### config.mk
export PLATFORM = sky130hd
export DESIGN_NAME = counter_cmd_seq
export DESIGN_NICKNAME = d
export VERILOG_FILES = /design/src/rtl/counter_cmd_seq.sv
export SDC_FILE = /design/constraint.sdc
export NUM_CORES = 1
export LEC_CHECK = 0
export CAP_MARGIN = 20
export CORE_ASPECT_RATIO = 0.9
export CORE_MARGIN = 3
export CORE_UTILIZATION = 55
export CTS_CLUSTER_DIAMETER = 100
export DETAILED_ROUTE_END_ITERATION = 10
export PLACE_DENSITY = 0.89
export SYNTH_ARGS = -nofsm -noshare
export SYNTH_HDL_FRONTEND = slang
export SYNTH_SLANG_ARGS = --single-unit
### constraint.sdc
create_clock -name clk -period 3.4 [get_ports clk]
set_clock_uncertainty 0.2 [all_clocks]
set_input_delay 0.68 -clock clk [delete_from_list [all_inputs] [get_ports clk]]
set_output_delay 0.68 -clock clk [all_outputs]
set_load 0.02 [all_outputs]
### src/rtl/counter_cmd_seq.sv
// Command sequencer for the 8-bit up/down counter: queues LOAD/UP/DOWN/HOLD commands
// and expands them into registered counter controls. Optional abort input: CMD_SEQ_ABORT_EN.
module counter_cmd_seq #(
  parameter int DEPTH = 4
) (
  input  logic       clk,
  input  logic       rst,
`ifdef CMD_SEQ_ABORT_EN
  input  logic       abort,
`endif
  input  logic       cmd_valid,
  output logic       cmd_ready,
  input  logic [1:0] cmd_op,
  input  logic [7:0] cmd_arg,
  output logic       ld_cnt_,
  output logic       count_enb,
  output logic       updn_cnt,
  output logic [7:0] data_in,
  output logic       busy,
  output logic       done
);
  localparam int PW = $clog2(DEPTH);
  localparam logic [1:0] OP_HOLD = 2'b00;
  localparam logic [1:0] OP_LOAD = 2'b01;
  localparam logic [1:0] OP_UP   = 2'b10;
  localparam logic [1:0] OP_DOWN = 2'b11;

  typedef enum logic {IDLE = 1'b0, EXEC = 1'b1} state_t;

  state_t      state_r, state_s;
  logic [9:0]  fifo_mem_r [DEPTH];
  logic [PW:0] wr_ptr_r, rd_ptr_r;
  logic [8:0]  rem_r, rem_s;
  logic [9:0]  head_s;
  logic        empty_s, full_s, push_s, pop_s, flush_s;
  logic        ld_s, enb_s, updn_s, done_s;
  logic [7:0]  data_s;
  logic        dec_ld_s, dec_enb_s, dec_updn_s;
  logic [7:0]  dec_data_s;
  logic [8:0]  dec_rem_s;

`ifdef CMD_SEQ_ABORT_EN
  assign flush_s = abort;
`else
  assign flush_s = 1'b0;
`endif

  // Extra pointer bit distinguishes full from empty when the indices match
  assign empty_s   = (wr_ptr_r == rd_ptr_r);
  assign full_s    = (wr_ptr_r[PW] != rd_ptr_r[PW]) && (wr_ptr_r[PW-1:0] == rd_ptr_r[PW-1:0]);
  assign push_s    = cmd_valid && !full_s && !flush_s;
  assign head_s    = fifo_mem_r[rd_ptr_r[PW-1:0]];
  assign cmd_ready = !full_s;
  assign busy      = (state_r == EXEC) || !empty_s;

  // Decode the FIFO head into the control values of its first cycle
  always_comb begin
    dec_ld_s   = 1'b1;
    dec_enb_s  = 1'b0;
    dec_updn_s = 1'b0;
    dec_data_s = 8'd0;
    dec_rem_s  = {(head_s[7:0] == 8'd0), head_s[7:0]};
    case (head_s[9:8])
      OP_LOAD: begin
        dec_ld_s   = 1'b0;
        dec_data_s = head_s[7:0];
        dec_rem_s  = 9'd1;
      end
      OP_UP: begin
        dec_enb_s  = 1'b1;
        dec_updn_s = 1'b1;
      end
      OP_DOWN: dec_enb_s = 1'b1;
      OP_HOLD: dec_enb_s = 1'b0;
      default: dec_enb_s = 1'b0;
    endcase
  end

  // Next-state, pop decision and next registered control values
  always_comb begin
    state_s = state_r;
    rem_s   = rem_r;
    pop_s   = 1'b0;
    ld_s    = ld_cnt_;
    enb_s   = count_enb;
    updn_s  = updn_cnt;
    data_s  = data_in;
    done_s  = 1'b0;
    case (state_r)
      IDLE: begin
        if (!empty_s) begin
          pop_s   = 1'b1;
          state_s = EXEC;
          ld_s    = dec_ld_s;
          enb_s   = dec_enb_s;
          updn_s  = dec_updn_s;
          data_s  = dec_data_s;
          rem_s   = dec_rem_s;
          done_s  = (dec_rem_s == 9'd1);
        end else begin
          state_s = IDLE;
        end
      end
      EXEC: begin
        if (rem_r > 9'd1) begin
          rem_s  = rem_r - 9'd1;
          done_s = (rem_r == 9'd2);
        end else if (!empty_s) begin
          // Chain straight into the next command: no idle bubble
          pop_s  = 1'b1;
          ld_s   = dec_ld_s;
          enb_s  = dec_enb_s;
          updn_s = dec_updn_s;
          data_s = dec_data_s;
          rem_s  = dec_rem_s;
          done_s = (dec_rem_s == 9'd1);
        end else begin
          state_s = IDLE;
          ld_s    = 1'b1;
          enb_s   = 1'b0;
          updn_s  = 1'b0;
          data_s  = 8'd0;
          rem_s   = 9'd0;
        end
      end
      default: begin
        state_s = IDLE;
        ld_s    = 1'b1;
        enb_s   = 1'b0;
        updn_s  = 1'b0;
        data_s  = 8'd0;
        rem_s   = 9'd0;
      end
    endcase
  end

  // FIFO storage write
  always_ff @(posedge clk) begin
    if (push_s) begin
      fifo_mem_r[wr_ptr_r[PW-1:0]] <= {cmd_op, cmd_arg};
    end
  end

  // State, pointers and registered outputs; reset and abort both return to idle
  always_ff @(posedge clk) begin
    if (rst || flush_s) begin
      state_r   <= IDLE;
      wr_ptr_r  <= '0;
      rd_ptr_r  <= '0;
      rem_r     <= 9'd0;
      ld_cnt_   <= 1'b1;
      count_enb <= 1'b0;
      updn_cnt  <= 1'b0;
      data_in   <= 8'd0;
      done      <= 1'b0;
    end else begin
      state_r   <= state_s;
      rem_r     <= rem_s;
      ld_cnt_   <= ld_s;
      count_enb <= enb_s;
      updn_cnt  <= updn_s;
      data_in   <= data_s;
      done      <= done_s;
      if (push_s) wr_ptr_r <= wr_ptr_r + {{PW{1'b0}}, 1'b1};
      if (pop_s)  rd_ptr_r <= rd_ptr_r + {{PW{1'b0}}, 1'b1};
    end
  end
endmodule

==> results_dict.tcl, run 1 <==
set metrics [dict create \
    die_area_mm2 0.00631 \
    hold_viol 0 \
    setup_slack_ps 491 \
    synth_area_leaders "edfxtp_1, dfxtp_1, mux4_1" \
    timing.hold.ws_ps 288 \
    clk_latency_ps 340 \
    synth_top_area_share_pct 40.5 \
    hold_path_class "register to register" \
    drc_errors 0 \
    rsz0062_at_grt "false" \
    ys_seq_area_share_pct 60.8 \
    internal_power_mw 1.83 \
    netlist_area_mm2 0.00296 \
    ys_types 47 \
    place.gp.congestion 0.899 \
    clock_path_buffers 2 \
    die_x_um 83.4 \
    viasPerCell 5.98 \
    power_density_mw_per_mm2 835 \
    synth_edf_count 40 \
    ctsResizeCount 0 \
    antenna_found_initial 0 \
    post-route-util_pct 69.1 \
    ir_drop_mv 0.498 \
    synthFlopType "edfxtp_1" \
    syn-mean-instance-area_um2 13.9 \
    h-tree-depth 3 \
    routed_wl_um 5790 \
    tightest_slew_ps 653 \
    cts_root_buf "clkbuf_8" \
    crit_path_end_kind "output pin" \
    grt_max_degree 15 \
    drtAntennaViolNets 0 \
    pwr-share-seq_pct 40.8 \
    path_class "register to output pin" \
    tns_ps 0 \
    hpwl_um 3930 \
    yosysTopAreaCell "edfxtp_1" \
    start_util_pct 59.1 \
    cts_sinks 70 \
    synth.top_cells.by_count "edfxtp_1, dfxtp_1, nor2_1" \
    fmax_mhz 344 \
    coreArea_mm2 0.00501 \
    worstPathArrival_ps 2030 \
    period_needed_ps 2910 \
    cts_tree "yes" \
    cts_hold_buf 0 \
    grt_use_total_pct 20.2 \
    drv_slew 0 \
    drive_above_1_share_pct 11.1 \
    synth_async_sr_flop_share_pct 0 \
    syn-num-nets 235 \
    leakagePower_nw 1.26 \
    cp_max_fo 10 \
    vias 1897 \
    dp_worst_setup_slack_ps 694 \
    p_comb_share_pct 37.1 \
    die_h_um 75.6 \
    yosys_warnings 0 \
    first_iter_violations 150 \
    p_sw_share_pct 36.7 \
    clkTransAtPathRegs_ps 70 \
    syn2layout_area_growth_pct 17.0 \
    grt_pass1_vias 1882 \
    ys_ff_latch 70 \
    fp-row-count 24 \
    io_pins 27 \
    finalSetupViolCount 0 \
    clkPwrFrac_pct 22.1 \
    power_mw 2.90 \
    nets 268 \
    syn_inst 214 \
    worstPathRequired_ps 2520 \
    dr.pass1.iters 4 \
    synth_most_common_cell "edfxtp_1" \
    fillers 340 \
    cts_setup_buffers 0 \
    wl_per_cell_um 18.3 \
    diodes 0 \
    maxSlewHeadroom_pct 56.3 \
    p_switching_mw 1.06 \
    status "finished clean" \
    cts_inserted_buffers 9 \
    start_kind "register" \
    post-route-period-util_pct 85.6 \
    maxCapViolCount 0 \
    io_buffer_count 26 \
    grt_pass1_wl_um 9510 \
    overflow 0 \
]
==> final timing paths <==
path / startpoint / slack (ps) / cells past startpoint / to
worst min register to register: count_enb / 290 / 2 / count_enb
worst max-delay path: wr_ptr_r[0] / 490 / 5 / busy
worst max register to register: register / 690 / 5 / done
worst min-delay path: count_enb / 290 / 2 / count_enb
==> cell usage in the layout (no fill, tap or decap), drive strengths merged, types with 2 or more instances in the layout <==
| cell type | synthesis | final |
|---|---|---|
| a211o | 2 | 2 |
| a21oi | 8 | 8 |
| a221oi | 5 | 5 |
| a222oi | 2 | 2 |
| a22o | 9 | 9 |
| a22oi | 2 | 2 |
| and2 | 5 | 5 |
| and3 | 3 | 3 |
| buf | 5 | 3 |
| clkbuf | 2 | 9 |
| clkdlybuf4s50 | 0 | 26 |
| clkinv | 0 | 5 |
| dfxtp | 30 | 30 |
| edfxtp | 40 | 40 |
| ha | 8 | 8 |
| inv | 8 | 8 |
| mux4 | 10 | 10 |
| nand2 | 8 | 8 |
| nand2b | 2 | 2 |
| nand3 | 3 | 3 |
| nor2 | 21 | 21 |
| nor3 | 4 | 4 |
| nor3b | 2 | 2 |
| nor4 | 4 | 4 |
| o21ai | 2 | 2 |
| o31ai | 2 | 2 |
| or3 | 2 | 2 |
| or4 | 3 | 3 |
| xnor2 | 6 | 6 |
| xor2 | 4 | 4 |
==> stage by stage <==
| step | cells | cell area (um2) |
|---|---|---|
| after floorplan | 214 | 2960 |
| after global placement | 301 | 3280 |
| after detailed placement | 301 | 3280 |
| after CTS | 317 | 3470 |
| after global routing | 317 | 3470 |
| final | 317 | 3470 |
==> flip-flops by register name, indices dropped and copies added, names as in the netlist, named ones only <==
| signal | count |
|---|---|
| fifo_mem_r | 40 |
| rem_r | 9 |
| data_in | 8 |
| rd_ptr_r | 3 |
| wr_ptr_r | 3 |
| count_enb | 1 |
| done | 1 |
| ld_cnt_ | 1 |
| state_r | 1 |
| updn_cnt | 1 |
==> layer usage <==
layer	track usage [%]	wire, um	vias up
met2	33.6	2840	75
met5	0	0	-
met1	25.7	2450	918
li1	-	-	896
met4	6.90	86	0
met3	6.16	410	8
==> logic make-up (layout without fill, tap and decap cells) <==
| logic type | after synthesis | after routing | synth area share (%) |
|---|---|---|---|
| xor+xnor | 10 | 10 | 2.95 |
| mux | 10 | 10 | 8.48 |
| flops | 70 | 70 | 60.8 |
| buf+inv | 15 | 53 | 2.70 |
| compound gates | 40 | 40 | 10.2 |
| fa+ha+maj | 8 | 8 | 3.38 |
| simple gates | 61 | 61 | 11.5 |
==> power by group through the flow <==
stage	Clock (mW)	Combinational [mW]	Sequential, mW
detailed placement	0	1.06	1.20
finish	0.640	1.07	1.18
global placement	0	1.02	1.19
global route	0.690	1.19	1.20
floorplan	0	0.781	1.17
CTS	0.655	1.07	1.18
==> layout make-up <==
| type | instances | area [um2] | share of cell area (%) |
|---|---|---|---|
| timing repair buffer | 29 | 283 | 8.16 |
| clock buffer | 9 | 124 | 3.57 |
| multi-input combinational | 129 | 1080 | 31.2 |
| clock inverter | 7 | 65.1 | 1.88 |
| inverter | 8 | 30.0 | 0.866 |
| tap | 65 | 81.3 | 2.35 |
| sequential | 70 | 1800 | 52.0 |
==> worst max-delay path, stage by stage, from the launching register on <==
cell             delay (ps)
dfxtp_1                 450
xor2_1                  360
nor4_2                   60
buf_4                   180
inv_1                    50
clkdlybuf4s50_1         590
Note: power is estimated with default switching activity, not from simulation.
==> run 2: changes to the inputs <==
Settings changed: SETUP_SLACK_MARGIN set to 0.15.
==> results of run 2 <==
Final layout, timing and power as in run 1 (identical DEF).
==> run 3: changes to the inputs <==
Settings changed: CORE_UTILIZATION 55 to 40, PLACE_DENSITY 0.89 to 0.71.
==> run 3 against run 2 <==
Hold slack improved by 6.1 ps; combinational power hardly changed; sequential share of layout area down 0.65 points; cell count grew 8.8%; critical path depth unchanged; largest cell class unchanged; register-to-register slack improved by 100 ps; core utilization shrank 20 points; first-iteration DRC count fell by 4.0%; largest power group unchanged; critical endpoint unchanged; setup slack better by 5.5 ps; sequential power about the same; die area increased by 34%; critical path type unchanged; sequential cell count did not move.
==> results_dict.tcl, run 3 (synthesis gave the netlist of run 1 again) <==
set metrics [dict create \
    status "finished clean" \
    viasPerCell 5.33 \
    die_area_mm2 0.00848 \
    cp_max_fo 10 \
    hpwl_um 3860 \
    place.gp.congestion 0.802 \
    power_density_mw_per_mm2 825 \
    r2r-end "done" \
    ctsResizeCount 0 \
    cts_inserted_buffers 9 \
    fillers 622 \
    cts_setup_buffers 0 \
    io_pins 27 \
    p_comb_share_pct 36.6 \
    diodes 0 \
    final_cell_mix "edfxtp_1, dfxtp_1, clkdlybuf4s50_1, nor2_1, clkbuf_8" \
    place_inst 329 \
    startpoint "wr_ptr_r[1]" \
    period_needed_ps 2900 \
    grt_max_degree 17 \
    hold_viol 0 \
    drc_errors 0 \
    syn2layout_area_growth_pct 18.4 \
    post-route-period-util_pct 85.4 \
    drv_slew 0 \
    overflow 0 \
    h-tree-depth 3 \
    highest_layer "met4" \
    tightest_slew_ps 651 \
    maxCapViolCount 0 \
    io_buffer_count 26 \
    grt_pass1_wl_um 9100 \
    crit_path_end_kind "output pin" \
    drtAntennaViolNets 0 \
    first_iter_violations 144 \
    maxSlewHeadroom_pct 56.2 \
    r2r_slack_ps 790 \
    nets 268 \
    die_h_um 87.7 \
    fmax_mhz 344 \
    final_cell_area_mm2 0.00351 \
    grt_pass1_vias 1845 \
    wl_met2_um 2740 \
    clkPwrFrac_pct 22.6 \
    worstPathArrival_ps 2020 \
    tns_ps 0 \
    clk_latency_ps 330 \
    p_sw_share_pct 36.5 \
    routed_wl_um 5540 \
    crit_end "busy" \
    start_kind "register" \
    clkTransAtPathRegs_ps 70 \
    coreArea_mm2 0.00711 \
    fp-row-count 29 \
    antenna_found_initial 0 \
    pwr-share-seq_pct 40.8 \
    finalSetupViolCount 0 \
    path_class "register to output pin" \
    timing.hold.ws_ps 294 \
    wl_met1_um 2530 \
    dpl_cell_area_mm2 0.00331 \
    dr.pass1.iters 4 \
    cts_hold_buf 0 \
    worstPathRequired_ps 2520 \
    clock_path_buffers 2 \
    finalNonFillerCells 345 \
    reg2reg_depth 5 \
    final_common_cell "edfxtp_1" \
    internal_power_mw 1.84 \
    rsz0062_at_grt "false" \
    wl_met3_um 214 \
    cts_root_buf "clkbuf_8" \
    drive_above_1_share_pct 11.5 \
    start_util_pct 41.7 \
    cts_tree "yes" \
    die_x_um 96.7 \
    leakagePower_nw 1.26 \
    cts_sinks 70 \
    hold_path_class "register to register" \
    grt_use_total_pct 13.6 \
    wl_per_cell_um 16.1 \
    p_switching_mw 1.06 \
    vias 1840 \
    ir_drop_mv 0.382 \
    largest_reg_flops 40 \
]
-- run 3: how the worst min path moves through the flow --
stage	depth (start not counted)	to	startpoint	slack (ps)
4_1_cts	2	count_enb	count_enb	300
5_1_grt	1	data_in[6]	data_in[6]	300
2_1_floorplan	2	register	rd_ptr_r[1]	280
3_5_place_dp	1	data_in[3]	data_in[3]	280
6_report	2	count_enb	count_enb	290
3_3_place_gp	1	data_in[3]	data_in[3]	270
-- run 3: per-stage QoR --
stage | setup slack, ps | total power, mW | util [%]
final | 497 | 2.90 | 49.4
after global routing | 359 | 3.10 | 49.4
after CTS | 488 | 2.91 | 49.4
after detailed placement | 776 | 2.25 | 46.6
after global placement | 789 | 2.24 | 46.6
after floorplan | 1150 | 1.95 | -
-- run 3: worst max-delay path, cell delays in order, from the launching register on --
cell	delay [ps]
dfxtp_1	430
xor2_1	340
nor4_2	80
buf_4	190
inv_1	60
clkdlybuf4s50_1	590
-- run 3: power by group through the flow --
stage          sequential [mW]  clock (mW)  combinational, mW
2_1_floorplan             1.17           0              0.781
3_3_place_gp              1.20           0               1.05
5_1_grt                   1.20       0.708               1.19
3_5_place_dp              1.20           0               1.05
4_1_cts                   1.18       0.668               1.06
6_report                  1.18       0.656               1.06
-- run 3: cell type report --
class / instances / area (um2) / area share (%)
Clock buffer: 9 / 124 / 3.53
Sequential cell: 70 / 1800 / 51.3
Clock inverter: 7 / 73.8 / 2.10
Multi-Input combinational cell: 129 / 1080 / 30.8
Timing Repair Buffer: 29 / 283 / 8.05
Tap cell: 93 / 116 / 3.31
Inverter: 8 / 30.0 / 0.855
-- run 3: per-layer routing --
layer	global-route usage, %	vias to the layer above
met2	23.2	45
met3	3.11	8
met4	4.72	0
met1	17.3	894
met5	0	-
li1	-	893
